--- config.mk ---
export PLATFORM = sky130hd
export DESIGN_NAME = conv_requant
export DESIGN_NICKNAME = d
export VERILOG_FILES = /design/src/rtl/conv_requant.sv
export SDC_FILE = /design/constraint.sdc
export NUM_CORES = 2
export LEC_CHECK = 0
export ABC_AREA = 1
export CORE_MARGIN = 3
export CORE_UTILIZATION = 61
export DETAILED_ROUTE_END_ITERATION = 7
export DONT_BUFFER_PORTS = 1
export GPL_ROUTABILITY_DRIVEN = 0
export PLACE_DENSITY = 0.8
export SYNTH_ARGS = -nofsm -noshare
export SYNTH_HDL_FRONTEND = slang
export SYNTH_SLANG_ARGS = --single-unit
--- constraint.sdc ---
create_clock -name clk -period 7.5 [get_ports clk]
set_input_delay 1.125 -clock clk [delete_from_list [all_inputs] [get_ports clk]]
set_output_delay 1.125 -clock clk [all_outputs]
set_load 0.05 [all_outputs]
--- src/rtl/conv_requant.sv ---
`default_nettype none
// ============================================================================
//  Module      : conv_requant
//  Description : Requantization of signed convolution accumulators into
//                saturated signed activations. Three-stage valid/ready
//                pipeline (bias add, fixed-point multiply, round/shift/
//                zero-point/clamp). A new quantization set is held in a
//                shadow copy and becomes active only once the pipeline is
//                empty.
//  Revision    : 1.0 - initial release
// ============================================================================
module conv_requant #(
    parameter int ACC_WIDTH = 32,
    parameter int C_WIDTH   = 16,
    parameter int M0_WIDTH  = 32,
    parameter int N_WIDTH   = 8,
    parameter int OUT_WIDTH = 8
) (
    input  logic                 clk,
    input  logic                 rst,
    input  logic                 i_enb_cfg,
    input  logic [C_WIDTH-1:0]   i_C,
    input  logic [M0_WIDTH-1:0]  i_M0,
    input  logic [N_WIDTH-1:0]   i_N,
    input  logic [OUT_WIDTH-1:0] i_Z,
    input  logic                 i_valid,
    input  logic [ACC_WIDTH-1:0] i_acc,
    output logic                 o_ready,
    output logic                 o_valid,
    output logic [OUT_WIDTH-1:0] o_data,
    output logic                 o_sat,
    input  logic                 i_ready,
    output logic                 o_cfg_busy
);

    localparam int c_SUM_W  = ACC_WIDTH + 1;
    localparam int c_PROD_W = ACC_WIDTH + M0_WIDTH + 1;
    // One spare bit so adding the rounding constant can never wrap.
    localparam int c_RND_W  = c_PROD_W + 1;
    localparam int c_SH_W   = $clog2(M0_WIDTH + 32) + 1;

    localparam logic [N_WIDTH-1:0]        c_N_MAX   = N_WIDTH'(31);
    localparam logic signed [c_RND_W-1:0] c_OUT_MAX =
        (c_RND_W'(1) << (OUT_WIDTH - 1)) - c_RND_W'(1);
    localparam logic signed [c_RND_W-1:0] c_OUT_MIN = ~c_OUT_MAX;

    // Active and shadow quantization sets
    logic [C_WIDTH-1:0]   r_c,  r_c_sh;
    logic [M0_WIDTH-1:0]  r_m0, r_m0_sh;
    logic [N_WIDTH-1:0]   r_n,  r_n_sh;
    logic [OUT_WIDTH-1:0] r_z,  r_z_sh;
    logic                 r_cfg_pending;

    // Pipeline state
    logic                      r_s1_valid;
    logic [c_SUM_W-1:0]        r_s1_sum;
    logic                      r_s2_valid;
    logic signed [c_PROD_W-1:0] r_s2_prod;
    logic                      r_s3_valid;

    // Handshake wires
    logic w_s3_load, w_s2_adv, w_s2_load, w_s1_adv, w_s1_load;
    logic w_in_fire, w_empty, w_apply;

    // Datapath wires
    logic [c_SUM_W-1:0]          w_acc_x, w_c_x, w_sum;
    logic signed [c_PROD_W-1:0]  w_sum_x, w_m0_x, w_prod;
    logic [c_SH_W-1:0]           w_n_clip, w_sh;
    logic signed [c_RND_W-1:0]   w_prod_x, w_half, w_rnd, w_shr, w_z_x, w_v;
    logic [OUT_WIDTH-1:0]        w_out;
    logic                        w_sat;

    // Backpressure chain: a stage may load when it is empty or draining.
    always_comb begin
        w_s3_load = !r_s3_valid || i_ready;
        w_s2_adv  = r_s2_valid && w_s3_load;
        w_s2_load = !r_s2_valid || w_s2_adv;
        w_s1_adv  = r_s1_valid && w_s2_load;
        w_s1_load = !r_s1_valid || w_s1_adv;
        o_ready   = !r_cfg_pending && w_s1_load;
        w_in_fire = i_valid && o_ready;
        w_empty   = !r_s1_valid && !r_s2_valid && !r_s3_valid;
        w_apply   = r_cfg_pending && w_empty;
    end

    assign o_valid    = r_s3_valid;
    assign o_cfg_busy = r_cfg_pending;

    // Stage 1 bias add and stage 2 multiply, both at full precision.
    always_comb begin
        w_acc_x  = {{(c_SUM_W - ACC_WIDTH){i_acc[ACC_WIDTH-1]}}, i_acc};
        w_c_x    = {{(c_SUM_W - C_WIDTH){r_c[C_WIDTH-1]}}, r_c};
        w_sum    = w_acc_x + w_c_x;
        w_sum_x  = {{(c_PROD_W - c_SUM_W){r_s1_sum[c_SUM_W-1]}}, r_s1_sum};
        w_m0_x   = {{(c_PROD_W - M0_WIDTH){r_m0[M0_WIDTH-1]}}, r_m0};
        w_prod   = w_sum_x * w_m0_x;
    end

    // Stage 3: round half toward +inf, arithmetic shift, zero point, clamp.
    always_comb begin
        w_n_clip = (r_n > c_N_MAX) ? c_SH_W'(31) : c_SH_W'(r_n);
        w_sh     = c_SH_W'(M0_WIDTH - 1) + w_n_clip;
        w_prod_x = {r_s2_prod[c_PROD_W-1], r_s2_prod};
        // (1 << sh) >> 1 gives 2^(sh-1), and zero when sh is zero.
        w_half   = (c_RND_W'(1) << w_sh) >> 1;
        w_rnd    = w_prod_x + w_half;
        w_shr    = w_rnd >>> w_sh;
        w_z_x    = {{(c_RND_W - OUT_WIDTH){r_z[OUT_WIDTH-1]}}, r_z};
        w_v      = w_shr + w_z_x;
        w_out    = w_v[OUT_WIDTH-1:0];
        w_sat    = 1'b0;
        if (w_v > c_OUT_MAX) begin
            w_out = c_OUT_MAX[OUT_WIDTH-1:0];
            w_sat = 1'b1;
        end else if (w_v < c_OUT_MIN) begin
            w_out = c_OUT_MIN[OUT_WIDTH-1:0];
            w_sat = 1'b1;
        end
    end

    // Shadow capture and swap into the active set once the pipeline drains.
    // A load request on the swap edge keeps the pending flag set so the
    // newest shadow copy is applied on the following edge.
    always_ff @(posedge clk or posedge rst) begin
        if (rst) begin
            r_cfg_pending <= 1'b0;
            r_c_sh  <= '0;
            r_m0_sh <= '0;
            r_n_sh  <= '0;
            r_z_sh  <= '0;
            r_c     <= '0;
            r_m0    <= '0;
            r_n     <= '0;
            r_z     <= '0;
        end else begin
            if (i_enb_cfg) begin
                r_c_sh        <= i_C;
                r_m0_sh       <= i_M0;
                r_n_sh        <= i_N;
                r_z_sh        <= i_Z;
                r_cfg_pending <= 1'b1;
            end else if (w_apply) begin
                r_cfg_pending <= 1'b0;
            end
            if (w_apply) begin
                r_c  <= r_c_sh;
                r_m0 <= r_m0_sh;
                r_n  <= r_n_sh;
                r_z  <= r_z_sh;
            end
        end
    end

    // Stage 1 register: biased accumulator.
    always_ff @(posedge clk or posedge rst) begin
        if (rst) begin
            r_s1_valid <= 1'b0;
            r_s1_sum   <= '0;
        end else if (w_s1_load) begin
            r_s1_valid <= w_in_fire;
            if (w_in_fire) begin
                r_s1_sum <= w_sum;
            end
        end
    end

    // Stage 2 register: scaled product.
    always_ff @(posedge clk or posedge rst) begin
        if (rst) begin
            r_s2_valid <= 1'b0;
            r_s2_prod  <= '0;
        end else if (w_s2_load) begin
            r_s2_valid <= r_s1_valid;
            if (r_s1_valid) begin
                r_s2_prod <= w_prod;
            end
        end
    end

    // Stage 3 register: output word, held while the consumer stalls.
    always_ff @(posedge clk or posedge rst) begin
        if (rst) begin
            r_s3_valid <= 1'b0;
            o_data     <= '0;
            o_sat      <= 1'b0;
        end else if (w_s3_load) begin
            r_s3_valid <= r_s2_valid;
            if (r_s2_valid) begin
                o_data <= w_out;
                o_sat  <= w_sat;
            end
        end
    end

endmodule
`default_nettype wire

# --- Yosys cells after proc, flatten, opt, wreduce, memory -nomap -nowiden ---
# Cells that the tools add are included.
totals:
  register_bits: 239
  out_inout_bits: 12
  inputBits: 101
classes:
  n_reduce_logical: 18
  mux: 7
  shifts: 2
  multipliers: 1
  magnitude_cmp: 3
  n_addsub: 4
op_table:
  columns: ["op", "n"]
  rows:
  - ["$add A65 B66 Y66", 1]
  - ["$add A66 B8 Y66", 1]
  - ["$gt A66 B8 Y1 const B", 1]
  - ["$lt A66 B8 Y1 const B", 1]
  - ["$shl A1 B7 Y66 const A", 1]
  - ["$sshr A66 B7 Y66", 1]
  - ["$mul A33 B32 Y65", 1]
  - ["$add A32 B16 Y33", 1]
  - ["$mux W8", 2]
  - ["$gt A8 B5 Y1 const B", 1]
  - ["$add A5 B7 Y7 const A", 1]
  - ["$logic_and A1 B1 Y1", 7]
  - ["$mux W7", 1]
  - ["$reduce_and A2 Y1", 3]
  - ["$logic_not A1 Y1", 4]
  - ["$mux W1", 4]
  - ["$logic_or A1 B1 Y1", 3]
  - ["$reduce_bool A2 Y1", 1]

# --- Depth between registers and ports, before layout ---
depth:
  word_depth: 10
  mapped_depth: 62
  mapped_depth_nobuf: 59

# --- Least setup slack after synthesis ---
# No wires, ideal clock.
synth_path:
  kind: "reg-to-reg"
  startpoint: "register r_s1_sum[32]"
  endpoint: "register r_s2_prod[61]"
  setup_time_ns: 0.082
  period_less_slack_ns: 7.440
  setup_slack_ns: 0.060
  path_stages_with_launch: 26
  t_arrival_ns: 7.358
  path_cell_list: "dfrtp_1 -> clkbuf_1 -> clkbuf_1 -> nand2_1 -> inv_1 -> fa_1 -> fa_1 -> inv_1 -> fa_1 -> inv_1 -> fa_1 -> inv_1 -> fa_1 -> fa_1 -> fa_1 -> fa_1 -> inv_1 -> ha_1 -> a21oi_1 -> o21a_1 -> o21ai_0 -> a31oi_1 -> o21ai_0 -> a21oi_1 -> nand3_1 -> a31oi_1"
synth_via:
  elab_chain_len: 1
synth_lines:
  columns: ["item", "line_no", "source"]
  rows:
  - ["start, declared", "56", "logic [c_SUM_W-1:0] r_s1_sum;"]
  - ["start signal, assigned", "162", "r_s1_sum <= w_sum;"]
  - ["$mul A33 B32 Y65", "96", "w_prod = w_sum_x * w_m0_x;"]
  - ["end signal, assigned", "175", "r_s2_prod <= w_prod;"]
  - ["end, declared", "58", "logic signed [c_PROD_W-1:0] r_s2_prod;"]
# Every way passes these cells.
# A chain may end at the register's enable or synchronous reset.

# --- Worst setup path after layout ---
layout_path:
  startpoint: "register r_n[5]"
  endpoint: "register o_sat"
layout_via:
  elab_chain_len: 10
  elab_cells_between_ends: 11
layout_lines:
  columns: ["item", "line_no", "source"]
  rows:
  - ["start, declared", "50", "logic [N_WIDTH-1:0] r_n, r_n_sh;"]
  - ["start signal, assigned", "148", "r_n <= r_n_sh;"]
  - ["$gt A8 B5 Y1", "101", "w_n_clip = (r_n > c_N_MAX) ? c_SH_W'(31) : c_SH_W'(r_n);"]
  - ["$mux W7 *", "101", null]
  - ["$add A5 B7 Y7 *", "102", "w_sh = c_SH_W'(M0_WIDTH - 1) + w_n_clip;"]
  - ["$shl A1 B7 Y66", "105", "w_half = (c_RND_W'(1) << w_sh) >> 1;"]
  - ["$add A65 B66 Y66", "106", "w_rnd = w_prod_x + w_half;"]
  - ["$sshr A66 B7 Y66 *", "107", "w_shr = w_rnd >>> w_sh;"]
  - ["$add A66 B8 Y66 *", "109", "w_v = w_shr + w_z_x;"]
  - ["$lt A66 B8 Y1", "115", "end else if (w_v < c_OUT_MIN) begin"]
  - ["$mux W1", "115", null]
  - ["$mux W1 *", "112", "if (w_v > c_OUT_MAX) begin"]
  - ["end signal, assigned", "190", "o_sat <= w_sat;"]
  - ["end, declared", "31", "output logic o_sat,"]
# Every way passes the cells marked *; elsewhere a longest branch is shown, timed or not.

==> results.md <==
Global routing:
- The maximum number of pins on one net before global-route repair is 136.
- For met3 alone, demand over resource in global routing was 0.0844.
- For this run, global-route usage on met1 was measured as 0.479.
- The initial antenna violation count is 15.
- The met2 global-route usage is 0.598.
- The global routing stage identified its most utilized layer as met2.
- The first global-routing pass estimated 321 mm of wire.
- For this run, the total global-route usage over all layers was measured as 0.377.
- The final global-route overflow total is 0.
- The number of global-route vias before repair is 61574.

STA:
- The final setup violation count is 14.
- Setup repair after global routing could not meet its margin everywhere.
- Based on the critical path, the design can be clocked at up to 113 MHz.
- The final-report hold violation count is 0.
- The worst pin sits at a relative slew slack of 0.0175.
- The ratio of final minimum period to clock period is 1.18.
- The final critical delay including setup and external delays is 8.83 ns.
- The count of final max-slew check failures came to 0.
- The final setup skew is 0.0238 ns.
- The transition at the pin with the smallest max-transition slack is 1.47 ns.
- The least setup slack across all paths after layout is -1.33 ns.

Logic synthesis:
- The number of instances in the synthesized netlist is 8911.
- Sorting the synthesized cells by how often they occur yields sky130_fd_sc_hd__nand2_1, sky130_fd_sc_hd__inv_1, sky130_fd_sc_hd__fa_1.
- The mapped netlist covers 63400 um2.
- The number of flops mapped to enable cells by yosys is 0.
- The most used flip-flop cell after synthesis is sky130_fd_sc_hd__dfrtp_1.
- The register area share after synthesis is 0.0944.
- The biggest area consumer among synthesized cells is sky130_fd_sc_hd__fa_1.
- The average instance in the mapped netlist occupies 7.11 um2.
- The most common cell in the synthesized netlist is sky130_fd_sc_hd__nand2_1.
- The fraction of synthesized cell area taken by the top area cell type is 0.352.
- The fraction of registers with async set or reset after synthesis is 1.00.
- Yosys mapped the design onto 55 distinct sky130hd cell types.
- The post-synthesis register bit count is 239.
- Yosys printed 0 warnings.
- In the post-synthesis netlist, the biggest area contributors are sky130_fd_sc_hd__fa_1, sky130_fd_sc_hd__nand2_1, sky130_fd_sc_hd__inv_1.

Route:
- For this run, design rule violations remaining after detail routing come to 951.
- The antenna violation net count after detailed routing is 0.
- Wires add up to 236 mm.
- Detailed routing inserted a total of 66111 vias.
- The first TritonRoute pass finished after 8 iterations.
- Using the TritonRoute via totals, the vias-per-cell ratio works out to 6.17.
- After detailed routing, the average wire length per cell comes to 22.0 um.
- The first routing iteration left 10111 violations.

Critical path:
- The worst setup path is captured at a register.
- Among the stages of the critical path, the cell type that occurs most often is sky130_fd_sc_hd__nand2_1.
- The required time of the critical path is 8.03 ns.
- The critical path contains buffers and inverters numbering 10 combined.
- On the worst path, the slowest cell contributes a delay of 0.65 ns.
- The kind of critical path is reg -> reg.
- The worst setup path is launched from a register.
- Data arrives at the worst endpoint at 9.36 ns.
- Along the worst path, the maximum fanout reaches 8.
- The cell family contributing the most delay on the critical path is simple AND/OR/NAND/NOR gates.
- For this design, the slowest cell found on the critical path is sky130_fd_sc_hd__a21oi_2.

Clock tree:
- The clock network latency to the later pin of the worst-skew pair is 0.65 ns.
- The tree is rooted in a sky130_fd_sc_hd__clkbuf_16.
- Clock tree synthesis inserted a total of 28 buffers.
- Counting every sink on the clock net gives 239.
- The clock transition at the registers of the reported paths is 0.07 ns.
- The count of H-tree levels built during CTS is 1.
- TritonCTS built the clock tree.
- No sink is reached through more buffers than the 3 on the longest clock path.

Status:
- The run finished, with violations left.
- The checks that failed: design-rule violations, negative setup slack.

Final layout:
- The number of nets at the end of the flow is 10885.
- Once layout is complete, the utilization of the core stands at 0.746.
- Of the cells placed in the final design, the portion with a size suffix greater than 1 is 0.213.
- The area growth from synthesis to final layout is 20.6%.
- The final non-filler cell total is 10715.

Place:
- In this run the tool buffered the top-level ports with 0 buffer cells.
- The placed cell count is 10508.
- The HPWL after detailed placement is 167 mm.

Flow run:
- The number of maximum-capacitance violations is 0.

Floorplanning:
- The initial utilization of the core area, before any placement, comes to 0.619.
- The core outline area is 102000 um2.
- The die outline height is 328 um.
- 113 I/O pins were placed.
- The die covers 108000 um2.
- The floorplan has 117 rows.
- The floorplan step set the die width to 328 um.

Hold path:
- The classification of the worst-slack hold path is in -> async.
flip-flops by register name, indices dropped and copies added, names as in the netlist:
name	cells
r_s2_prod	65
r_s1_sum	33
r_m0	32
r_m0_sh	32
r_c	16
r_c_sh	16
o_data	8
r_n	8
r_n_sh	8
r_z	8
r_z_sh	8
o_cfg_busy	1
o_sat	1
o_valid	1
r_s1_valid	1
r_s2_valid	1
cell usage in the layout (no fill, tap or decap), types with 52 or more instances in the layout:
cell type / Yosys / layout
sky130_fd_sc_hd__inv_2: 12 / 59
sky130_fd_sc_hd__ha_1: 354 / 266
sky130_fd_sc_hd__inv_1: 1964 / 1912
sky130_fd_sc_hd__nand2_2: 25 / 190
sky130_fd_sc_hd__dfrtp_1: 239 / 209
sky130_fd_sc_hd__buf_12: 0 / 60
sky130_fd_sc_hd__a21oi_2: 5 / 133
sky130_fd_sc_hd__nor2_4: 1 / 73
sky130_fd_sc_hd__nand2_1: 2497 / 2284
sky130_fd_sc_hd__o21ai_1: 41 / 80
sky130_fd_sc_hd__fa_1: 1115 / 1091
sky130_fd_sc_hd__ha_4: 0 / 53
sky130_fd_sc_hd__xnor2_1: 62 / 52
sky130_fd_sc_hd__o21ai_0: 382 / 304
sky130_fd_sc_hd__nand3_2: 13 / 210
sky130_fd_sc_hd__nand3_1: 626 / 407
sky130_fd_sc_hd__a21oi_1: 350 / 206
sky130_fd_sc_hd__buf_4: 3 / 640
sky130_fd_sc_hd__nor2_2: 26 / 115
sky130_fd_sc_hd__nor2_1: 432 / 271
per-layer routing:
layer	wire length, um	vias up
met4	22500	10
li1	-	27496
met5	92	-
met2	102000	5656
met3	34600	1947
met1	77000	31002
worst reg2reg max path, delay by kind of cell (launching register included):
family,cells,cell delay (ns)
buffers and inverters,10,1.21
adder cells (fa/ha/maj),2,0.60
flip-flops,1,0.39
AND/OR/NAND/NOR,30,4.85
AO/OA/AOI/OAI,6,1.42
XOR/XNOR,1,0.25
path summary, 6_finish.rpt:
check / startpoint / end / slack, ns / depth (start not counted)
min: rst / r_s2_prod[1] / 0.31 / 1
max in group asynchronous: rst / r_m0[18] / 5.63 / 3
min reg2reg: r_s2_prod[2] / r_s2_prod[2] / 0.50 / 2
max: r_n[5] / o_sat / -1.33 / 49
min in group clk: r_s2_prod[2] / r_s2_prod[2] / 0.50 / 2
max reg2reg: r_n[5] / o_sat / -1.33 / 49
cell type report:
type | count | area, um2
multi-input cells | 6322 | 53600
fillers | 6501 | 26100
inverters | 1978 | 7450
repair buffers | 744 | 6640
flip-flops and latches | 239 | 6020
well taps | 1368 | 1710
clock buffers | 37 | 805
clock inverters | 15 | 169
diodes | 10 | 25.0
repair inverters | 2 | 12.5
per-stage QoR:
stage	instance area, um2	setup TNS, ns	setup WS, ns	hold slack [ns]
finish	76400	-12.14	-1.33	0.308
global placement	68900	-0.428	-0.0595	0.471
floorplan	63500	0	0.0596	0.454
global route	76400	-19.59	-1.80	0.322
CTS	70100	0	0.00173	0.302
detailed placement	68900	-2.78	-0.236	0.476
kinds of logic after synthesis:
family                     count (synthesis)  synth area share
and+or+nand+nor                         3808             0.249
buffers and inverters                   2367             0.141
adders and majority gates               1469             0.422
AOI/OAI and AO/OA                        901            0.0763
DFF                                      239            0.0944
xor gates and xnor gates                 123            0.0170
muxes                                      3          0.000474
other                                      1         0.0000592
what timing repair did:
item	4_1_cts	5_1_grt
cloned	0	11
endpoints found under the setup margin	29	40
buffers inserted	3	132
gates resized for setup	55	1318
endpoints found under the hold margin	0	0
pin swaps	6	393
hold buffers	0	0
Power is left out: the tool's default activity adds up to more than one toggle a clock period on the data nets, which glitch-free logic cannot reach.
